## config.mk

```make
export PLATFORM = sky130hd
export DESIGN_NAME = dds_sweep_ctrl_flat
export DESIGN_NICKNAME = d
export VERILOG_FILES = /design/src/rtl/dds_sweep_ctrl_if.sv /design/src/rtl/dds_sweep_ctrl.sv /design/src/flat_wrapper.sv
export SDC_FILE = /design/constraint.sdc
export NUM_CORES = 1
export LEC_CHECK = 0
export BUFFER_PORTS_ARGS = -buffer_cell sky130_fd_sc_hd__buf_2
export CAP_MARGIN = 20
export CORE_ASPECT_RATIO = 0.8
export CORE_MARGIN = 4
export CORE_UTILIZATION = 45
export DETAILED_ROUTE_END_ITERATION = 10
export GPL_TIMING_DRIVEN = 0
export HOLD_SLACK_MARGIN = 0.03
export SLEW_MARGIN = 10
export SYNTH_ARGS = -nofsm -noshare
export SYNTH_HDL_FRONTEND = slang
export SYNTH_SLANG_ARGS = --single-unit
```

## constraint.sdc

```tcl
create_clock -name clk -period 3.7 [get_ports clk]
set_input_delay 0.555 -clock clk [delete_from_list [all_inputs] [get_ports clk]]
set_output_delay 0.555 -clock clk [all_outputs]
set_load 0.1 [all_outputs]
```

## src/rtl/dds_sweep_ctrl_if.sv

```systemverilog
// rtl/dds_sweep_ctrl_if.sv - control, configuration and status bundle for dds_sweep_ctrl
interface dds_sweep_ctrl_if #(
    parameter int W  = 8,
    parameter int DW = 16
);
    logic          start;
    logic          abort;
    logic          pause;
    logic [W-1:0]  cfg_start;
    logic [W-1:0]  cfg_stop;
    logic [W-1:0]  cfg_step;
    logic [DW-1:0] cfg_dwell;
    logic          cfg_loop;
    logic [W-1:0]  mult;
    logic          acc_clr;
    logic          busy;
    logic          done;

    modport master (
        output start, abort, pause, cfg_start, cfg_stop, cfg_step, cfg_dwell, cfg_loop,
        input  mult, acc_clr, busy, done
    );

    modport slave (
        input  start, abort, pause, cfg_start, cfg_stop, cfg_step, cfg_dwell, cfg_loop,
        output mult, acc_clr, busy, done
    );
endinterface

```

## src/rtl/dds_sweep_ctrl.sv

```systemverilog
// rtl/dds_sweep_ctrl.sv - stepped linear frequency sweep driving the DDS phase increment
// Loop-restart mode is built only when DDS_SWEEP_LOOP_EN is defined.
module dds_sweep_ctrl #(
    parameter int W  = 8,
    parameter int DW = 16
) (
    input  logic          clk,
    input  logic          reset,
    dds_sweep_ctrl_if.slave sw
);
    typedef enum logic [1:0] {IDLE, RUN, PAUSE} state_t;

    state_t        state;
    logic [W-1:0]  mult_q;
    logic          acc_clr_q;
    logic          busy_q;
    logic          done_q;
    logic [DW-1:0] cnt;

    logic [W-1:0]  s_start;
    logic [W-1:0]  s_stop;
    logic [W-1:0]  s_step;
    logic [DW-1:0] s_reload;
    logic          s_down;

    logic [W:0]    sum;
    logic [W:0]    diff;
    logic [W-1:0]  next_val;
    logic          advance;
    logic          loop_now;

`ifdef DDS_SWEEP_LOOP_EN
    logic          s_loop;
    assign loop_now = s_loop;
`else
    assign loop_now = 1'b0;
`endif

    assign sw.mult    = mult_q;
    assign sw.acc_clr = acc_clr_q;
    assign sw.busy    = busy_q;
    assign sw.done    = done_q;

    // Extra top bit catches carry/borrow so the value clamps at stop instead of wrapping.
    always_comb begin
        sum  = {1'b0, mult_q} + {1'b0, s_step};
        diff = {1'b0, mult_q} - {1'b0, s_step};
        if (s_down)
            next_val = (diff[W] || (diff[W-1:0] < s_stop)) ? s_stop : diff[W-1:0];
        else
            next_val = (sum > {1'b0, s_stop}) ? s_stop : sum[W-1:0];
    end

    // A terminal-count edge always advances; pause only freezes non-terminal counting.
    assign advance = ((state == RUN) && (!sw.pause || (cnt == '0))) ||
                     ((state == PAUSE) && !sw.pause);

    always_ff @(posedge clk) begin
        if (reset) begin
            state     <= IDLE;
            mult_q    <= '0;
            acc_clr_q <= 1'b0;
            busy_q    <= 1'b0;
            done_q    <= 1'b0;
            cnt       <= '0;
            s_start   <= '0;
            s_stop    <= '0;
            s_step    <= '0;
            s_reload  <= '0;
            s_down    <= 1'b0;
`ifdef DDS_SWEEP_LOOP_EN
            s_loop    <= 1'b0;
`endif
        end else begin
            acc_clr_q <= 1'b0;
            done_q    <= 1'b0;
            case (state)
                IDLE: begin
                    if (sw.start && !sw.abort) begin
                        s_start   <= sw.cfg_start;
                        s_stop    <= sw.cfg_stop;
                        s_step    <= (sw.cfg_step == '0) ? W'(1) : sw.cfg_step;
                        s_reload  <= (sw.cfg_dwell == '0) ? '0 : sw.cfg_dwell - DW'(1);
                        s_down    <= (sw.cfg_stop < sw.cfg_start);
`ifdef DDS_SWEEP_LOOP_EN
                        s_loop    <= sw.cfg_loop;
`endif
                        cnt       <= (sw.cfg_dwell == '0) ? '0 : sw.cfg_dwell - DW'(1);
                        mult_q    <= sw.cfg_start;
                        acc_clr_q <= 1'b1;
                        busy_q    <= 1'b1;
                        state     <= RUN;
                    end
                end
                RUN, PAUSE: begin
                    if (sw.abort) begin
                        mult_q <= '0;
                        busy_q <= 1'b0;
                        state  <= IDLE;
                    end else begin
                        state <= sw.pause ? PAUSE : RUN;
                        if (advance) begin
                            if (cnt != '0) begin
                                cnt <= cnt - DW'(1);
                            end else if (mult_q != s_stop) begin
                                mult_q <= next_val;
                                cnt    <= s_reload;
                            end else if (loop_now) begin
                                mult_q    <= s_start;
                                acc_clr_q <= 1'b1;
                                cnt       <= s_reload;
                            end else begin
                                mult_q <= '0;
                                busy_q <= 1'b0;
                                done_q <= 1'b1;
                                state  <= IDLE;
                            end
                        end
                    end
                end
                default: state <= IDLE;
            endcase
        end
    end
endmodule

```

## src/flat_wrapper.sv

```systemverilog
// flat-port wrapper written by rule: the top's interface ports become plain ports
module dds_sweep_ctrl_flat 
#(
    parameter int W  = 8,
    parameter int DW = 16
)
  (clk, reset, sw_start, sw_abort, sw_pause, sw_cfg_start, sw_cfg_stop, sw_cfg_step, sw_cfg_dwell, sw_cfg_loop, sw_mult, sw_acc_clr, sw_busy, sw_done);
  dds_sweep_ctrl_if #(.W(W), .DW(DW)) sw_i ();
  input  logic clk;
  input  logic reset;
  input wire logic [$bits(sw_i.start)-1:0] sw_start;
  input wire logic [$bits(sw_i.abort)-1:0] sw_abort;
  input wire logic [$bits(sw_i.pause)-1:0] sw_pause;
  input wire logic [$bits(sw_i.cfg_start)-1:0] sw_cfg_start;
  input wire logic [$bits(sw_i.cfg_stop)-1:0] sw_cfg_stop;
  input wire logic [$bits(sw_i.cfg_step)-1:0] sw_cfg_step;
  input wire logic [$bits(sw_i.cfg_dwell)-1:0] sw_cfg_dwell;
  input wire logic [$bits(sw_i.cfg_loop)-1:0] sw_cfg_loop;
  output wire logic [$bits(sw_i.mult)-1:0] sw_mult;
  output wire logic [$bits(sw_i.acc_clr)-1:0] sw_acc_clr;
  output wire logic [$bits(sw_i.busy)-1:0] sw_busy;
  output wire logic [$bits(sw_i.done)-1:0] sw_done;
  assign sw_i.start = sw_start;
  assign sw_i.abort = sw_abort;
  assign sw_i.pause = sw_pause;
  assign sw_i.cfg_start = sw_cfg_start;
  assign sw_i.cfg_stop = sw_cfg_stop;
  assign sw_i.cfg_step = sw_cfg_step;
  assign sw_i.cfg_dwell = sw_cfg_dwell;
  assign sw_i.cfg_loop = sw_cfg_loop;
  assign sw_mult = sw_i.mult;
  assign sw_acc_clr = sw_i.acc_clr;
  assign sw_busy = sw_i.busy;
  assign sw_done = sw_i.done;
  dds_sweep_ctrl #(.W(W), .DW(DW)) u_core (.clk(clk), .reset(reset), .sw(sw_i));
endmodule
```

# After elaboration in Yosys (flattened, before gate mapping)
# Cells that the tools add are included.
[totals] register_bits=62 in_bits=46 wordCells=83
[op_classes] add_sub_neg=4 magnitude_cmp=3 n_eq_ne=10 n_mux=32 bitwise_logic=3 n_reduce_logical=21
[op_table] op="$mux W16" count=6
[op_table] op="$mux W8" count=9
[op_table] op="$logic_not A16 Y1" count=2
[op_table] op="$pmux W16 S2" count=1
[op_table] op="$sub A16 B1 Y16 const B" count=2
[op_table] op="$lt A8 B8 Y1" count=2
[op_table] op="$pmux W8 S2" count=1
[op_table] op="$reduce_bool A16 Y1" count=1
[op_table] op="$mux W2" count=6
[op_table] op="$reduce_and A5 Y1" count=2
[op_table] op="$add A8 B8 Y9" count=1
[op_table] op="$gt A9 B8 Y1" count=1
[op_table] op="$sub A8 B8 Y9" count=1
[op_table] op="$logic_not A8 Y1" count=1
[op_table] op="$ne A8 B8 Y1" count=1
[op_table] op="$mux W1" count=7
[op_table] op="$ne A3 B3 Y1 const B" count=2
[op_table] op="$reduce_or A5 Y1" count=1
[op_table] op="$ne A2 B1 Y1 const B" count=2
[op_table] op="$pmux W2 S2" count=1
[op_table] op="$reduce_and A4 Y1" count=1
[op_table] op="$reduce_or A2 Y1" count=2
[op_table] op="$logic_and A1 B1 Y1" count=3
[op_table] op="$logic_or A1 B1 Y1" count=3
[op_table] op="other kinds (11)" count=14

# Longest topological paths before layout
[depth] word_depth=10 ltp_mapped=17

# Least setup slack after synthesis
# No wires, ideal clock.
[synth_timing] kind="reg-to-reg" startpoint="reg u_core.mult_q[3], in the netlist u_core.sw.mult[3]" endpoint="reg u_core.mult_q[6], in the netlist u_core.sw.mult[6]" arrival_time_ns=3.837 t_required_ns=3.565 path_slack_ns=-0.272 path_stages_with_launch=15 synth_period_minus_slack_ns=3.972 path_cell_list="dfxtp_1 ha_1 clkbuf_1 or3_1 o21ai_0 o22ai_1 xor2_1 ha_1 nand4_1 or2_2 a21oi_1 o32ai_1 buf_2 o21ai_0 o221ai_1"
[synth_between] elab_chain_len=10 word_cells_on_any_way=14 classes_between="add/sub (2); order compare (2); eq/ne (1); mux (8); reduce/logical (1)"
[synth_lines] item="from (decl)" line="dds_sweep_ctrl.sv:14" rtl="logic [W-1:0] mult_q;"
[synth_lines] item="from (signal assigned)" line="dds_sweep_ctrl.sv:89" rtl="mult_q <= sw.cfg_start;"
[synth_lines] item="from (signal assigned)" line="dds_sweep_ctrl.sv:106" rtl="mult_q <= next_val;"
[synth_lines] item="from (signal assigned)" line="dds_sweep_ctrl.sv:109" rtl="mult_q <= s_start;"
[synth_lines] item="$sub A8 B8 Y9" line="dds_sweep_ctrl.sv:47" rtl="diff = {1'b0, mult_q} - {1'b0, s_step};"
[synth_lines] item="$lt A8 B8 Y1" line="dds_sweep_ctrl.sv:49" rtl="next_val = (diff[W] || (diff[W-1:0] < s_stop)) ? s_stop : diff[W-1:0];"
[synth_lines] item="$logic_or A1 B1 Y1" line="dds_sweep_ctrl.sv:49"
[synth_lines] item="$mux W8" line="dds_sweep_ctrl.sv:49"
[synth_lines] item="$mux W8" line="dds_sweep_ctrl.sv:48" rtl="if (s_down)"
[synth_lines] item="$mux W8 (*)" line="dds_sweep_ctrl.sv:105" rtl="end else if (mult_q != s_stop) begin"
[synth_lines] item="$mux W8 (*)" line="dds_sweep_ctrl.sv:103" rtl="if (cnt != '0) begin"
[synth_lines] item="$mux W8 (*)" line="dds_sweep_ctrl.sv:102" rtl="if (advance) begin"
[synth_lines] item="$mux W8 (*)" line="dds_sweep_ctrl.sv:96" rtl="if (sw.abort) begin"
[synth_lines] item="$pmux W8 S2 (*)" line="dds_sweep_ctrl.sv:77" rtl="case (state)"
# Mark *: on every way between the ends. The rest lies on a longest branch, timed or not. The select of a mux whose other input is x is not followed.
# A chain may end at the register's enable or synchronous reset.

# Worst setup path after layout
[layout_timing] startpoint="reg u_core.mult_q[2], in the netlist u_core.sw.mult[2]" endpoint="reg u_core.mult_q[7], in the netlist u_core.sw.mult[7]"
# The elaborated chain is that of the path after synthesis.

==> run summary <==
The via count was 4914; the initial standard-cell utilization of the core was 0.4649. Internal power comes to 2.010 mW. Once detail routing completed, the nets flagged for antenna violations numbered 0. For the initial antenna violation count, the log shows 0. The tools report the part of the total power dissipated in the clock network as 0.214. 0 antenna diodes ended up in the layout.

The tools report the number of max-slew violations in the final report as 0. The cell count after synthesis came out at 631. Port buffering added 54 buffers.

During synthesis, Yosys emitted a total of 0 warnings. The clock skew after layout came out at 0.008400 ns. The H-tree was split into 3 levels. The run gives 0.5397 as the end-of-flow core utilization. Setup repair after global routing left no endpoint under its margin. The fraction of power consumed by sequential logic was 0.251. Global routing finished with a remaining overflow of 0.

The top cell types in the final layout, fill and taps aside, are sky130_fd_sc_hd__a21oi_1 (60), sky130_fd_sc_hd__nor2_1 (60), sky130_fd_sc_hd__buf_2 (58), sky130_fd_sc_hd__nand2_1 (57), sky130_fd_sc_hd__dfxtp_1 (56). The number of buffers added by the clock tree synthesis step came out at 9. The die is 123.7 um wide. CTS placed an instance of sky130_fd_sc_hd__clkbuf_16 at the clock tree root. The net count reported at finish came out at 789. The wire-length estimate of the detail-placed layout is 12.03 mm.

Summing internal, switching and leakage power gives 3.600 mW. Among all flip-flop cells after synthesis, the most frequent one is sky130_fd_sc_hd__dfxtp_1. The worst-case vdd ir drop is 0.0003011 V, and the post-synthesis to final-layout area growth is 16.07%. Entering global routing, the biggest net connects 11 pins. The run gives 0.2529 as the total global routing track utilization.

The run gives 0.33 ns as the latest clock arrival within the worst-skew pair. The final routed wire length divided by cell count is 18.20 um. STA classifies the critical path startpoint as a flip-flop. 57 I/O pins were placed. STA classifies the critical path endpoint as a flip-flop. The flow ran to the end, and the final reports show no timing, DRC or antenna violations.

The average instance in the mapped netlist occupies 7.636 um^2. In this run the power density over the cells is 643.6 nW/um^2. The area of the die is 12440 um^2.

Fraction of power spent switching nets: 0.4416. The logs give 0.9798 for the routability-driven placement congestion ratio and 286.3 MHz for the highest clock frequency the design can meet. Detailed-routing wirelength on met1: 7.796 mm. The leakage power summed over all cells is 2.309 nW, and the total iterations of the first detailed-routing run is 5. The y dimension of the die is 100.6 um.

Core region area: 10360 um^2. The tools report the first-pass GRT wire length as 24.31 mm. After detailed routing, the number of remaining DRC violations is 0. The relative contribution of combinational cells to total power was 0.535; the total count of hold-check failures in the final report was 0.

The type of the worst min-delay path was input pin to flip-flop. The tools report the met2 wire length as 6.273 mm. The analysis attributes to net switching a power of 1.590 mW.

The total of endpoints with negative setup slack in the final report was 0; the slew of the pin with the lowest slew margin was 0.6426 ns. The number of hold-repair buffers added at the cts stage was 0; the final critical delay including setup and external delays was 3.493 ns. In this run the worst path has a maximum fanout of 8. Counting flops and latches in the post-synthesis netlist gives 62. The share of synthesized registers carrying an async set or reset works out to 0. Dividing the detail-routed via count by the number of cells gives 5.843. The cell area after synthesis was 4818 um^2; the sequential element share of the synthesized area was 0.2576. The via count of the first global-routing pass was 4498. The tools report the buffer depth of the longest clock path as 2. The period utilization works out to 0.9440.

The tools report the count of standard-cell rows as 33. The final layout contains routed wiring with a total length of 15.31 mm. The number of placed instances, taps included, is 825.

The signal arrival time at the worst endpoint is 3.68 ns, and the number of max-capacitance violations reported is 0. Synthesis produced a netlist with a net count of 723. For the data required time of the worst path, the log shows 3.89 ns.

The number of distinct library cells after synthesis came out at 61. The detailed router finished its first iteration with 545 violations. The tightest slew margin relative to the limit was 0.5716; the layout cell share with drive strength beyond 1 was 0.1512.

TritonCTS built the clock tree. The number of enable-type register cells in the synthesized netlist works out to 0. The highest metal layer used by the detailed router was met4. The clock edge transition at the registers on the reported setup and hold paths is 0.05 ns. The worst setup path is of the flip-flop to flip-flop kind. Excluding fillers, the count of instances in the completed layout stands at 841. The run gives 1.118 mm as the detailed-routed wire length on met3. For this design, the sink count on the clock tree is 62.
[cell usage after synthesis (3+ instances only)]
master                      count  share of area
sky130_fd_sc_hd__a21o_1         6         0.0093
sky130_fd_sc_hd__or4_1          4         0.0062
sky130_fd_sc_hd__or2_2          4         0.0052
sky130_fd_sc_hd__ha_1          44           0.11
sky130_fd_sc_hd__nor4_1        10          0.013
sky130_fd_sc_hd__a211oi_1      12          0.019
sky130_fd_sc_hd__nand3_1        8         0.0083
sky130_fd_sc_hd__a31oi_1        3         0.0039
sky130_fd_sc_hd__xnor2_1       18          0.033
sky130_fd_sc_hd__o211ai_1      11          0.017
sky130_fd_sc_hd__nor2_1        60          0.047
sky130_fd_sc_hd__o211a_1        6          0.012
sky130_fd_sc_hd__nor2b_1        4         0.0052
sky130_fd_sc_hd__buf_2          5         0.0052
sky130_fd_sc_hd__or4_4          3         0.0070
sky130_fd_sc_hd__dfxtp_1       62           0.26
sky130_fd_sc_hd__nand2_1       57          0.044
sky130_fd_sc_hd__o221ai_1       7          0.013
sky130_fd_sc_hd__or3_1          5         0.0065
sky130_fd_sc_hd__o22ai_1        4         0.0052
sky130_fd_sc_hd__nor3_1        38          0.039
sky130_fd_sc_hd__inv_1         45          0.035
sky130_fd_sc_hd__nand4_1        6         0.0078
sky130_fd_sc_hd__xor2_1        19          0.035
sky130_fd_sc_hd__o2111ai_1      4         0.0073
sky130_fd_sc_hd__clkbuf_1      28          0.022
sky130_fd_sc_hd__o31ai_1        4         0.0062
sky130_fd_sc_hd__a21oi_1       60          0.062
sky130_fd_sc_hd__mux2i_1       17          0.035
sky130_fd_sc_hd__o311a_1        4         0.0083
sky130_fd_sc_hd__o21ai_0       30          0.031
sky130_fd_sc_hd__o21a_1         3         0.0047
[power by group through the flow]
stage	Sequential, mW	Clock (mW)	Combinational (mW)
global route	0.919	0.809	2.11
CTS	0.900	0.778	1.82
floorplan	1.00	0	1.25
detailed placement	0.913	0	1.80
global placement	0.909	0	1.76
finish	0.904	0.769	1.93
[worst paths after layout]
kind	depth (start not counted)	from	slack (ns)	to
setup / recovery	14	u_core.sw.mult[2]$_SDFFE_PP0P_	0.21	u_core.sw.mult[7]$_SDFFE_PP0P_
hold / removal	3	sw_cfg_step[3]	0.48	u_core.s_step[3]$_SDFFE_PP0P_
setup reg to reg	14	u_core.sw.mult[2]$_SDFFE_PP0P_	0.21	u_core.sw.mult[7]$_SDFFE_PP0P_
hold reg to reg	2	u_core.sw.busy$_SDFFE_PP0P_	0.48	u_core.sw.busy$_SDFFE_PP0P_
[critical path, stage by stage (launching register included)]
cell and delay (ns):
sky130_fd_sc_hd__dfxtp_2 0.37, sky130_fd_sc_hd__ha_1 0.29, sky130_fd_sc_hd__clkbuf_1 0.28, sky130_fd_sc_hd__o2111ai_1 0.24
sky130_fd_sc_hd__nand4b_1 0.14, sky130_fd_sc_hd__o21ai_0 0.11, sky130_fd_sc_hd__xnor2_1 0.33, sky130_fd_sc_hd__ha_1 0.33
sky130_fd_sc_hd__and4_1 0.17, sky130_fd_sc_hd__o21ai_0 0.08, sky130_fd_sc_hd__a21oi_1 0.06, sky130_fd_sc_hd__o22a_2 0.31
sky130_fd_sc_hd__or3b_2 0.45, sky130_fd_sc_hd__o2111ai_1 0.11, sky130_fd_sc_hd__o22ai_1 0.08
[per-layer routing]
metal	track usage	vias up
met5	0	-
met4	0.04511	0
met3	0.03984	14
met2	0.3590	176
met1	0.4010	2327
li1	-	2397
[metrics by stage]
step	setup TNS (ns)	instance area [um^2]	hold slack (ns)	worst slack (ns)
floorplan	0	4826	0.4513	0.05488
global placement	-0.1905	5271	0.4631	-0.1166
detailed placement	-1.102	5271	0.4706	-0.2227
CTS	0	5540	0.4695	0.09063
global route	0	5593	0.4963	0.001048
finish	0	5593	0.4798	0.2073
[layout make-up]
cell class                      instances  area [um^2]
Fill cell                            1031         4771
Sequential cell                        62         1249
Clock buffer                           14        264.0
Buffer                                 31        125.1
Multi-Input combinational cell        489         3298
Clock inverter                          1        5.005
Timing Repair Buffer                   59        307.8
Tap cell                              140        175.2
Inverter                               45        168.9
[kinds of logic (layout without fill, tap and decap cells)]
| group | Yosys count | in the layout | share of synthesized area |
|---|---|---|---|
| xor+xnor | 37 | 37 | 0.06726 |
| flops | 62 | 62 | 0.2576 |
| mux | 18 | 18 | 0.03765 |
| fa+ha+maj | 46 | 46 | 0.1226 |
| simple gates | 219 | 219 | 0.2251 |
| compound gates | 169 | 169 | 0.2262 |
| buf+inv | 80 | 150 | 0.06362 |
[sequential cells by signal, indices dropped and copies added, names as in the netlist]
| register | count |
|---|---|
| u_core.cnt | 16 |
| u_core.s_reload | 16 |
| u_core.s_step | 8 |
| u_core.s_stop | 8 |
| u_core.sw.mult | 8 |
| u_core.state | 2 |
| u_core.s_down | 1 |
| u_core.sw.acc_clr | 1 |
| u_core.sw.busy | 1 |
| u_core.sw.done | 1 |
[timing repair]
action / CTS / global route
gates resized for setup: 3 / 5
buffers inserted: 0 / 5
endpoints found under the setup margin: 7 / 8
Note: power is estimated with default switching activity, not from simulation.
